<file path="src/rtl/alu_pkg.sv">
// Shared constants and types for the ALU arbiter and its benches.
//   WIDTH   : operand / result width
//   OPC_W   : opcode width (opaque to the arbiter)
//   state_t : arbiter control state
//   OP_*    : opcode values used by the attached ALU model
package alu_pkg;

    localparam int unsigned WIDTH = 16;
    localparam int unsigned OPC_W = 3;

    typedef enum logic [1:0] {
        IDLE = 2'd0,
        EXEC = 2'd1,
        RESP = 2'd2
    } state_t;

    localparam logic [OPC_W-1:0] OP_AND = 3'd4;
    localparam logic [OPC_W-1:0] OP_OR  = 3'd5;
    localparam logic [OPC_W-1:0] OP_CAT = 3'd6;

endpackage

</file>
<file path="src/rtl/rr_arb2.sv">
// Two-way round-robin grant (purely combinational).
//   valid_i      : request lines, bit N = requester N
//   last_grant_i : requester granted most recently
//   grant_c_o    : one-hot grant, zero when nothing is valid
module rr_arb2 (
    input  logic [1:0] valid_i,
    input  logic       last_grant_i,
    output logic [1:0] grant_c_o
);

    // On a tie the requester that did not win last time goes first.
    always_comb begin
        grant_c_o = 2'b00;
        case (valid_i)
            2'b01:   grant_c_o = 2'b01;
            2'b10:   grant_c_o = 2'b10;
            2'b11:   grant_c_o = last_grant_i ? 2'b01 : 2'b10;
            default: grant_c_o = 2'b00;
        endcase
    end

endmodule

</file>
<file path="src/rtl/alu_arbiter.sv">
// Shares one external combinational ALU between two requesters.
// Ports:
//   clk, rst                     : clock, async active-high reset
//   reqN_valid/ready             : request handshake (ready is combinational)
//   reqN_a/b/c/opc               : requester operands, sampled on handshake
//   alu_a/b/c/opc                : registered operands to the ALU
//   alu_w/neg/zer                : ALU result and flags
//   rsp_valid/ready              : response handshake with backpressure
//   rsp_id/w/neg/zer             : captured requester id, result and flags
//   ops_done                     : wrapping count of consumed responses
module alu_arbiter
    import alu_pkg::*;
#(
    parameter int unsigned WIDTH = alu_pkg::WIDTH,
    parameter int unsigned OPC_W = alu_pkg::OPC_W,
    parameter int unsigned CNT_W = 16
) (
    input  logic             clk,
    input  logic             rst,
    input  logic             req0_valid,
    output logic             req0_ready,
    input  logic [WIDTH-1:0] req0_a,
    input  logic [WIDTH-1:0] req0_b,
    input  logic             req0_c,
    input  logic [OPC_W-1:0] req0_opc,
    input  logic             req1_valid,
    output logic             req1_ready,
    input  logic [WIDTH-1:0] req1_a,
    input  logic [WIDTH-1:0] req1_b,
    input  logic             req1_c,
    input  logic [OPC_W-1:0] req1_opc,
    output logic [WIDTH-1:0] alu_a,
    output logic [WIDTH-1:0] alu_b,
    output logic             alu_c,
    output logic [OPC_W-1:0] alu_opc,
    input  logic [WIDTH-1:0] alu_w,
    input  logic             alu_neg,
    input  logic             alu_zer,
    output logic             rsp_valid,
    input  logic             rsp_ready,
    output logic             rsp_id,
    output logic [WIDTH-1:0] rsp_w,
    output logic             rsp_neg,
    output logic             rsp_zer,
    output logic [CNT_W-1:0] ops_done
);

    state_t             state_q, state_d;
    logic               last_grant_q, last_grant_d;
    logic               grant_id_q, grant_id_d;
    logic [WIDTH-1:0]   alu_a_q, alu_a_d;
    logic [WIDTH-1:0]   alu_b_q, alu_b_d;
    logic               alu_c_q, alu_c_d;
    logic [OPC_W-1:0]   alu_opc_q, alu_opc_d;
    logic               rsp_valid_q, rsp_valid_d;
    logic               rsp_id_q, rsp_id_d;
    logic [WIDTH-1:0]   rsp_w_q, rsp_w_d;
    logic               rsp_neg_q, rsp_neg_d;
    logic               rsp_zer_q, rsp_zer_d;
    logic [CNT_W-1:0]   ops_done_q, ops_done_d;
    logic [1:0]         grant_c;
    logic               sel;

    rr_arb2 u_rr_arb2 (
        .valid_i      ({req1_valid, req0_valid}),
        .last_grant_i (last_grant_q),
        .grant_c_o    (grant_c)
    );

    // Next-state and handshake logic.
    always_comb begin
        state_d      = state_q;
        last_grant_d = last_grant_q;
        grant_id_d   = grant_id_q;
        alu_a_d      = alu_a_q;
        alu_b_d      = alu_b_q;
        alu_c_d      = alu_c_q;
        alu_opc_d    = alu_opc_q;
        rsp_valid_d  = rsp_valid_q;
        rsp_id_d     = rsp_id_q;
        rsp_w_d      = rsp_w_q;
        rsp_neg_d    = rsp_neg_q;
        rsp_zer_d    = rsp_zer_q;
        ops_done_d   = ops_done_q;
        req0_ready   = 1'b0;
        req1_ready   = 1'b0;
        sel          = grant_c[1];

        case (state_q)
            IDLE: begin
                // Grant is only non-zero for a valid requester, so ready
                // doubles as the handshake strobe. Held low during reset.
                req0_ready = grant_c[0] & ~rst;
                req1_ready = grant_c[1] & ~rst;
                if (grant_c != 2'b00) begin
                    alu_a_d      = sel ? req1_a   : req0_a;
                    alu_b_d      = sel ? req1_b   : req0_b;
                    alu_c_d      = sel ? req1_c   : req0_c;
                    alu_opc_d    = sel ? req1_opc : req0_opc;
                    grant_id_d   = sel;
                    last_grant_d = sel;
                    state_d      = EXEC;
                end
            end
            EXEC: begin
                rsp_w_d     = alu_w;
                rsp_neg_d   = alu_neg;
                rsp_zer_d   = alu_zer;
                rsp_id_d    = grant_id_q;
                rsp_valid_d = 1'b1;
                state_d     = RESP;
            end
            RESP: begin
                if (rsp_ready) begin
                    rsp_valid_d = 1'b0;
                    ops_done_d  = ops_done_q + CNT_W'(1);
                    state_d     = IDLE;
                end
            end
            default: state_d = IDLE;
        endcase
    end

    // State and datapath registers.
    always_ff @(posedge clk or posedge rst) begin
        if (rst) begin
            state_q      <= IDLE;
            last_grant_q <= 1'b1;
            grant_id_q   <= 1'b0;
            alu_a_q      <= '0;
            alu_b_q      <= '0;
            alu_c_q      <= 1'b0;
            alu_opc_q    <= '0;
            rsp_valid_q  <= 1'b0;
            rsp_id_q     <= 1'b0;
            rsp_w_q      <= '0;
            rsp_neg_q    <= 1'b0;
            rsp_zer_q    <= 1'b0;
            ops_done_q   <= '0;
        end else begin
            state_q      <= state_d;
            last_grant_q <= last_grant_d;
            grant_id_q   <= grant_id_d;
            alu_a_q      <= alu_a_d;
            alu_b_q      <= alu_b_d;
            alu_c_q      <= alu_c_d;
            alu_opc_q    <= alu_opc_d;
            rsp_valid_q  <= rsp_valid_d;
            rsp_id_q     <= rsp_id_d;
            rsp_w_q      <= rsp_w_d;
            rsp_neg_q    <= rsp_neg_d;
            rsp_zer_q    <= rsp_zer_d;
            ops_done_q   <= ops_done_d;
        end
    end

    assign alu_a     = alu_a_q;
    assign alu_b     = alu_b_q;
    assign alu_c     = alu_c_q;
    assign alu_opc   = alu_opc_q;
    assign rsp_valid = rsp_valid_q;
    assign rsp_id    = rsp_id_q;
    assign rsp_w     = rsp_w_q;
    assign rsp_neg   = rsp_neg_q;
    assign rsp_zer   = rsp_zer_q;
    assign ops_done  = ops_done_q;

endmodule
</file>
<file path="config.mk">
export PLATFORM = sky130hd
export DESIGN_NAME = alu_arbiter
export DESIGN_NICKNAME = d
export VERILOG_FILES = /design/src/rtl/alu_pkg.sv /design/src/rtl/rr_arb2.sv /design/src/rtl/alu_arbiter.sv
export SDC_FILE = /design/constraint.sdc
export NUM_CORES = 1
export LEC_CHECK = 0
export BUFFER_PORTS_ARGS = -buffer_cell sky130_fd_sc_hd__buf_2
export CAP_MARGIN = 20
export CELL_PAD_IN_SITES_DETAIL_PLACEMENT = 1
export CELL_PAD_IN_SITES_GLOBAL_PLACEMENT = 1
export CORE_MARGIN = 1
export CORE_UTILIZATION = 34
export CTS_CLUSTER_DIAMETER = 120
export CTS_CLUSTER_SIZE = 30
export DETAILED_ROUTE_END_ITERATION = 12
export PLACE_DENSITY_LB_ADDON = 0.3
export SLEW_MARGIN = 30
export SYNTH_ARGS = -nofsm -noshare
export SYNTH_HDL_FRONTEND = slang
export SYNTH_SLANG_ARGS = --single-unit
</file>
<file path="constraint.sdc">
create_clock -name clk -period 2.95 [get_ports clk]
set_input_delay 0.295 -clock clk [delete_from_list [all_inputs] [get_ports clk]]
set_output_delay 0.295 -clock clk [all_outputs]
set_load 0.01 [all_outputs]
</file>
---- Word-level counts from Yosys, hierarchy flattened ----
Cells that the tools add are included.
Widths: inputs -> output; s select.
storage, ports and cells
  register bits after elaboration ......... 76
  input bits .............................. 95
  word-level logic and storage cells ...... 44
cells by class
  add/sub/neg operators ................... 1
  eq/ne operators ......................... 7
  multiplexer cells ....................... 13
  bitwise logic cells ..................... 3
  reductions and logical operators ........ 7
operator list
  cell                   count
  $mux 16                2
  $add 16x1->16 const B  1
  $pmux 2 s3             2
  $reduce_and 2->1       4
  $eq 2x2->1 const B     3
  $mux 2                 3
  $eq 2x1->1 const B     2
  $mux 1                 4
  $ne 2x2->1 const B     2
  $reduce_bool 2->1      2
  $mux 3                 1
  $and 1x1->1            2
  $logic_not 2->1        1
  $pmux 1 s2             1
  $not 1->1              1

---- Logic depth before layout (Yosys ltp) ----
  depth in word-level cells ............... 5
  gate-level depth with buffers ........... 6
  depth with buffers taken out ............ 5

---- Cells and area by module ----
A second synthesis with hierarchy kept.
unflattened totals
  cells, all modules ...................... 284
  area total of the unflattened synthesis .. 3334.4 um^2
modules (own cells, without submodules)
  module       times used  cells each  area an instance (um^2)  seq. area each (um^2)
  alu_arbiter  1           281         3315.7                   1903.1
  rr_arb2      1           3           18.8                     0.0

---- Worst setup path before layout ----
Ideal clock, no wire load.
  path kind ............................... in2out
  start point ............................. input port rst
  end point ............................... output port req0_ready
  data arrival time ....................... 2316 ps
  setup slack ............................. 339 ps
  stages .................................. 2
  buffers on the path ..................... 0
  cells stage by stage .................... inv_1 o2111a_1
between the ends
  cells in the longest elaborated chain, start to end .. 3
ends and longest elaborated chain
  item             line               RTL
  start, declared  alu_arbiter.sv:19  input logic rst,
  $not 1->1        alu_arbiter.sv:93  req0_ready = grant_c[0] & ~rst;
  $and 1x1->1      alu_arbiter.sv:93
  $mux 1           alu_arbiter.sv:89  case (state_q)
  end, declared    alu_arbiter.sv:21  output logic req0_ready,
Every way passes these cells.

---- Final worst setup path ----
  start point ............................. register state_q[1]
  end point ............................... register alu_c_q, in the netlist alu_c
between the ends
  cells in the longest elaborated chain, start to end .. 2
ends and longest elaborated chain
  item                        line                RTL
  start, declared             alu_arbiter.sv:48   state_t state_q, state_d;
  start signal, assigned      alu_arbiter.sv:141  state_q <= state_d;
  $logic_not 2->1             alu_arbiter.sv:89
  $reduce_and 2->1 (no line)  -
  end signal, assigned        alu_arbiter.sv:146  alu_c_q <= alu_c_d;
  end, declared               alu_arbiter.sv:53   logic alu_c_q, alu_c_d;
Every way passes these cells.
A chain may end at the register's enable or synchronous reset.

==> out/metrics.sh <==
FMAXACHIEVABLE_MHz=516
N_ANTENNA_CELL=0
FIRST_PASS_DETAILED_ROUTE_ITERATION_TOTAL=4
DIE_WIDTH_UM=101
HOLDCRITPATHCLASS='primary input to async pin'
SYNTHTOLAYOUTAREAGROWTH_PCT=34.2
HOLD_VIOLATIONS=0
SLEW_VIOL_FINAL=0
SYNTHARSTFLOPSHARE=1.00
PATH_CLASS='flip-flop to flip-flop'
GPL_CONGESTION=0.713
POWER.DENSITY_CELL_AREA_nW_PER_UM2=929
CP_CELL_SEQUENCE='nor2_1 -> o21a_2 -> buf_4 -> nor2_1 -> a21oi_1'
GLOBALROUTETOTALUTIL=0.173
ANTENNA_LEFT=0
SYN-MEAN-INSTANCE-AREA_UM2=11.8
COMBINED_AREA_OF_THE_MULTI_INPUT_LOGIC_CELLS_UM2=1320
GRT_UTIL_MET3=0.0347
YOSYS-TOP-CELLS-AREA='dfrtp_1 57%, mux2i_1 11%, mux2_2 6.5%, a21oi_1 6.0%, nor2_1 4.6%'
RUN_STATUS='finished, final reports clean'
CTS.SINK_COUNT=76
CRITPATHLAUNCHTYPE='flip-flop'
CRITICAL_PATH_CELL_COUNT=5
SYN-CELL-AREA_UM2=3320
SYNTH.CELLS.MOST_FREQUENT='75 x dfrtp_1, 41 x nor2_1, 40 x a21oi_1'
DRC=0
YOSYS.CELL_COUNT.TOP_TYPE='dfrtp_1'
GRT_FIRST_PASS_WIRELENGTH_UM=13400
REGAREA_UM2=1900
WL_UM=8240
CORE_AREA_UM2=9330
DP_WORST_SETUP_SLACK_NS=1.05
CLOCK_INSERTION_DELAY_WORST_SKEW_NS=0.33
YS.FLOP_TYPE='dfrtp_1'
R2R.WORST_PATH.CELLS=5
ROUTEDWLPERCELL_UM=14.2
YOSYSWARNINGCOUNT=0
TOP_USAGE_LAYER='met2'
RSZ0062_AT_GRT='no'
REGTOREGSTARTPOINT='state_q[1]$_DFFE_PP0P_'
SYN_INST=280
FINALHOLDWORSTSLACK_NS=0.0351
PIN_COUNT=169
SETUP_TOTAL_NEGATIVE_SLACK_NS=0
NUMBER_OF_GLOBAL_ROUTE_VIAS_BEFORE_REPAIR=2837
SYNTH.TOP_CELL.AREA_SHARE=0.566
TOTAL_CLOCK_BUFFERS_CREATED_BY_CTS=9
CRIT_PATH_MAX_FANOUT=64
CRITICAL_PATH_REQUIRED_NS=3.20
PERIOD_SHARE=0.657
POST-ROUTE-MIN-PERIOD_NS=1.94
WORST_SLACK_NS=1.01
FP.DIEH_UM=101
FILLER_CELL_COUNT=1100
SETUP_VIOLATIONS=0
WORST_IR_DROP_VDD_uV=406
DIE_AREA_UM2=10200
CRITICAL_PATH_END_TYPE='flip-flop'
CRITICAL_PATH.MOST_COMMON_CELL='nor2_1'
WORST-ENDPOINT-ARRIVAL_NS=2.19
CLK_ROOT_BUFFER_CELL='clkbuf_8'
GRT_ANTENNA_BEFORE_REPAIR=0
SETUP.WORST_PATH.START='state_q[1]$_DFFE_PP0P_'
POSTSYNTHNETCOUNT=376
FINALINSTANCEAREA_UM2=4450
LARGEST_NET_DEGREE_AT_THE_START_OF_GLOBAL_ROUTING=65
GRT_UTIL_MET2=0.302
YOSYS_REGISTER_BITS=76
DRIVE_ABOVE_1_SHARE=0.472
CRIT_FAMILY='buffers and inverters'
POST_DP_CELL_AREA_UM2=4270
NUMBER_OF_BUFFERS_AND_INVERTERS_ON_THE_CRITICAL_PATH=1
CLKSLEWWORSTSETUPHOLDPATHS_NS=0.07
VIAS=2714
MET1_TRACK_UTILIZATION_FROM_GLOBAL_ROUTING=0.210
POSTCTSSETUPREPAIRBUFS=0
YOSYSSEQAREASHARE=0.574
YOSYSUNIQUECELLTYPES=27
MAX_SLEW_MARGIN=0.570
YOSYS.AREA.TOP_TYPE='dfrtp_1'
CRITPATHSLOWESTCELL='buf_4'
WORST_TRAN_PIN_VALUE_NS=0.644
FINALCLOCKSKEW_NS=0.00835
NUM-NETS-FINAL=545
PLACEMENTROWS=35
P_LEAK_uW=0.00224
CRIT_END='alu_c$_DFFE_PP0P_'
MAXCAPVIOLCOUNT=0
HTREEDEPTH=3
R2R_SLACK_NS=1.01
PLACE.DETAILED.HPWL_UM=6280
CTS_RESIZED=0
ROUTE.DETAILED.VIAS_PER_INST=4.66
INITIALDRTVIOLATIONCOUNT=71
CRITICAL_PATH.REG2REG.ENDPOINT='alu_c$_DFFE_PP0P_'
CPPEAKSTAGEDELAY_NS=0.52
CLOCK_TREE_FROM_TRITONCTS='built'
IO_BUFFERS=168
GRT_OVERFLOW_TOTAL=0
CLK_PATH_BUF_DEPTH=2
CTS_HOLD_BUF=0
SYNTH_EDF_COUNT=0
START_UTIL=0.355
==> where the power goes <==
group | switching (µW) | internal, µW
combinational | 910 | 764
clock | 350 | 345
sequential | 275 | 1490
==> worst min path at each step <==
| stage | endpoint | cells past startpoint | slack (ns) |
|---|---|---|---|
| finish | rsp_id$_DFFE_PP0P_ | 2 | 0.04 |
| global route | alu_b[5]$_DFFE_PP0P_ | 2 | 0.08 |
| CTS | alu_a[14]$_DFFE_PP0P_ | 2 | 0.05 |
| detailed placement | rsp_id$_DFFE_PP0P_ | 2 | 0.42 |
| global placement | rsp_id$_DFFE_PP0P_ | 2 | 0.41 |
| floorplan | last_grant_q$_DFFE_PP1P_ | 1 | 0.36 |
==> kinds of logic after synthesis <==
| family | share of synthesized area |
|---|---|
| compound gates | 0.0694 |
| xor+xnor | 0.0396 |
| fa+ha+maj | 0.00377 |
| buf+inv | 0.0328 |
| flops | 0.574 |
| mux | 0.173 |
| simple gates | 0.107 |
==> area by class of cell <==
type / count / area share
multi-input cells: 185 / 0.298
flip-flops and latches: 76 / 0.428
well taps: 129 / 0.0363
clock buffers: 13 / 0.0357
inverters: 5 / 0.00450
repair buffers: 172 / 0.196
clock inverters: 2 / 0.00225
==> state kept, by name, indices dropped and copies added, names as in the netlist, 2 cells and up <==
name and cells:
alu_b 16, rsp_w 16, ops_done 16, state_q 2
alu_a 16, alu_opc 3
==> routing by layer <==
metal / wire length (µm) / vias to the layer above
met5: 0 / -
met4: 126 / 0
met3: 332 / 10
met2: 4370 / 82
met1: 3420 / 1316
li1: - / 1306
==> placed cells by master (no fill, tap or decap), drive strengths merged <==
cell type	count
xor2	4
a21oi	40
nand3	4
a31oi	1
nor3b	1
and3b	1
or2	2
o21a	1
and4	2
nand2	11
nand4	4
inv	4
nor4	2
buf	172
nor2	41
xnor2	11
dfstp	1
clkinv	3
dfrtp	75
ha	1
mux2i	36
nor2b	1
o21ai	1
nand3b	1
mux2	19
o2111a	1
clkbuf	13
==> per-stage QoR <==
step,total power (µW),std cells,util
after global placement,3400,567,0.458
after detailed placement,3490,567,0.458
final,4130,582,0.477
after global routing,4460,582,0.477
after CTS,4200,582,0.476
after floorplan,2820,280,-
Power figures use the tool's default switching activity.
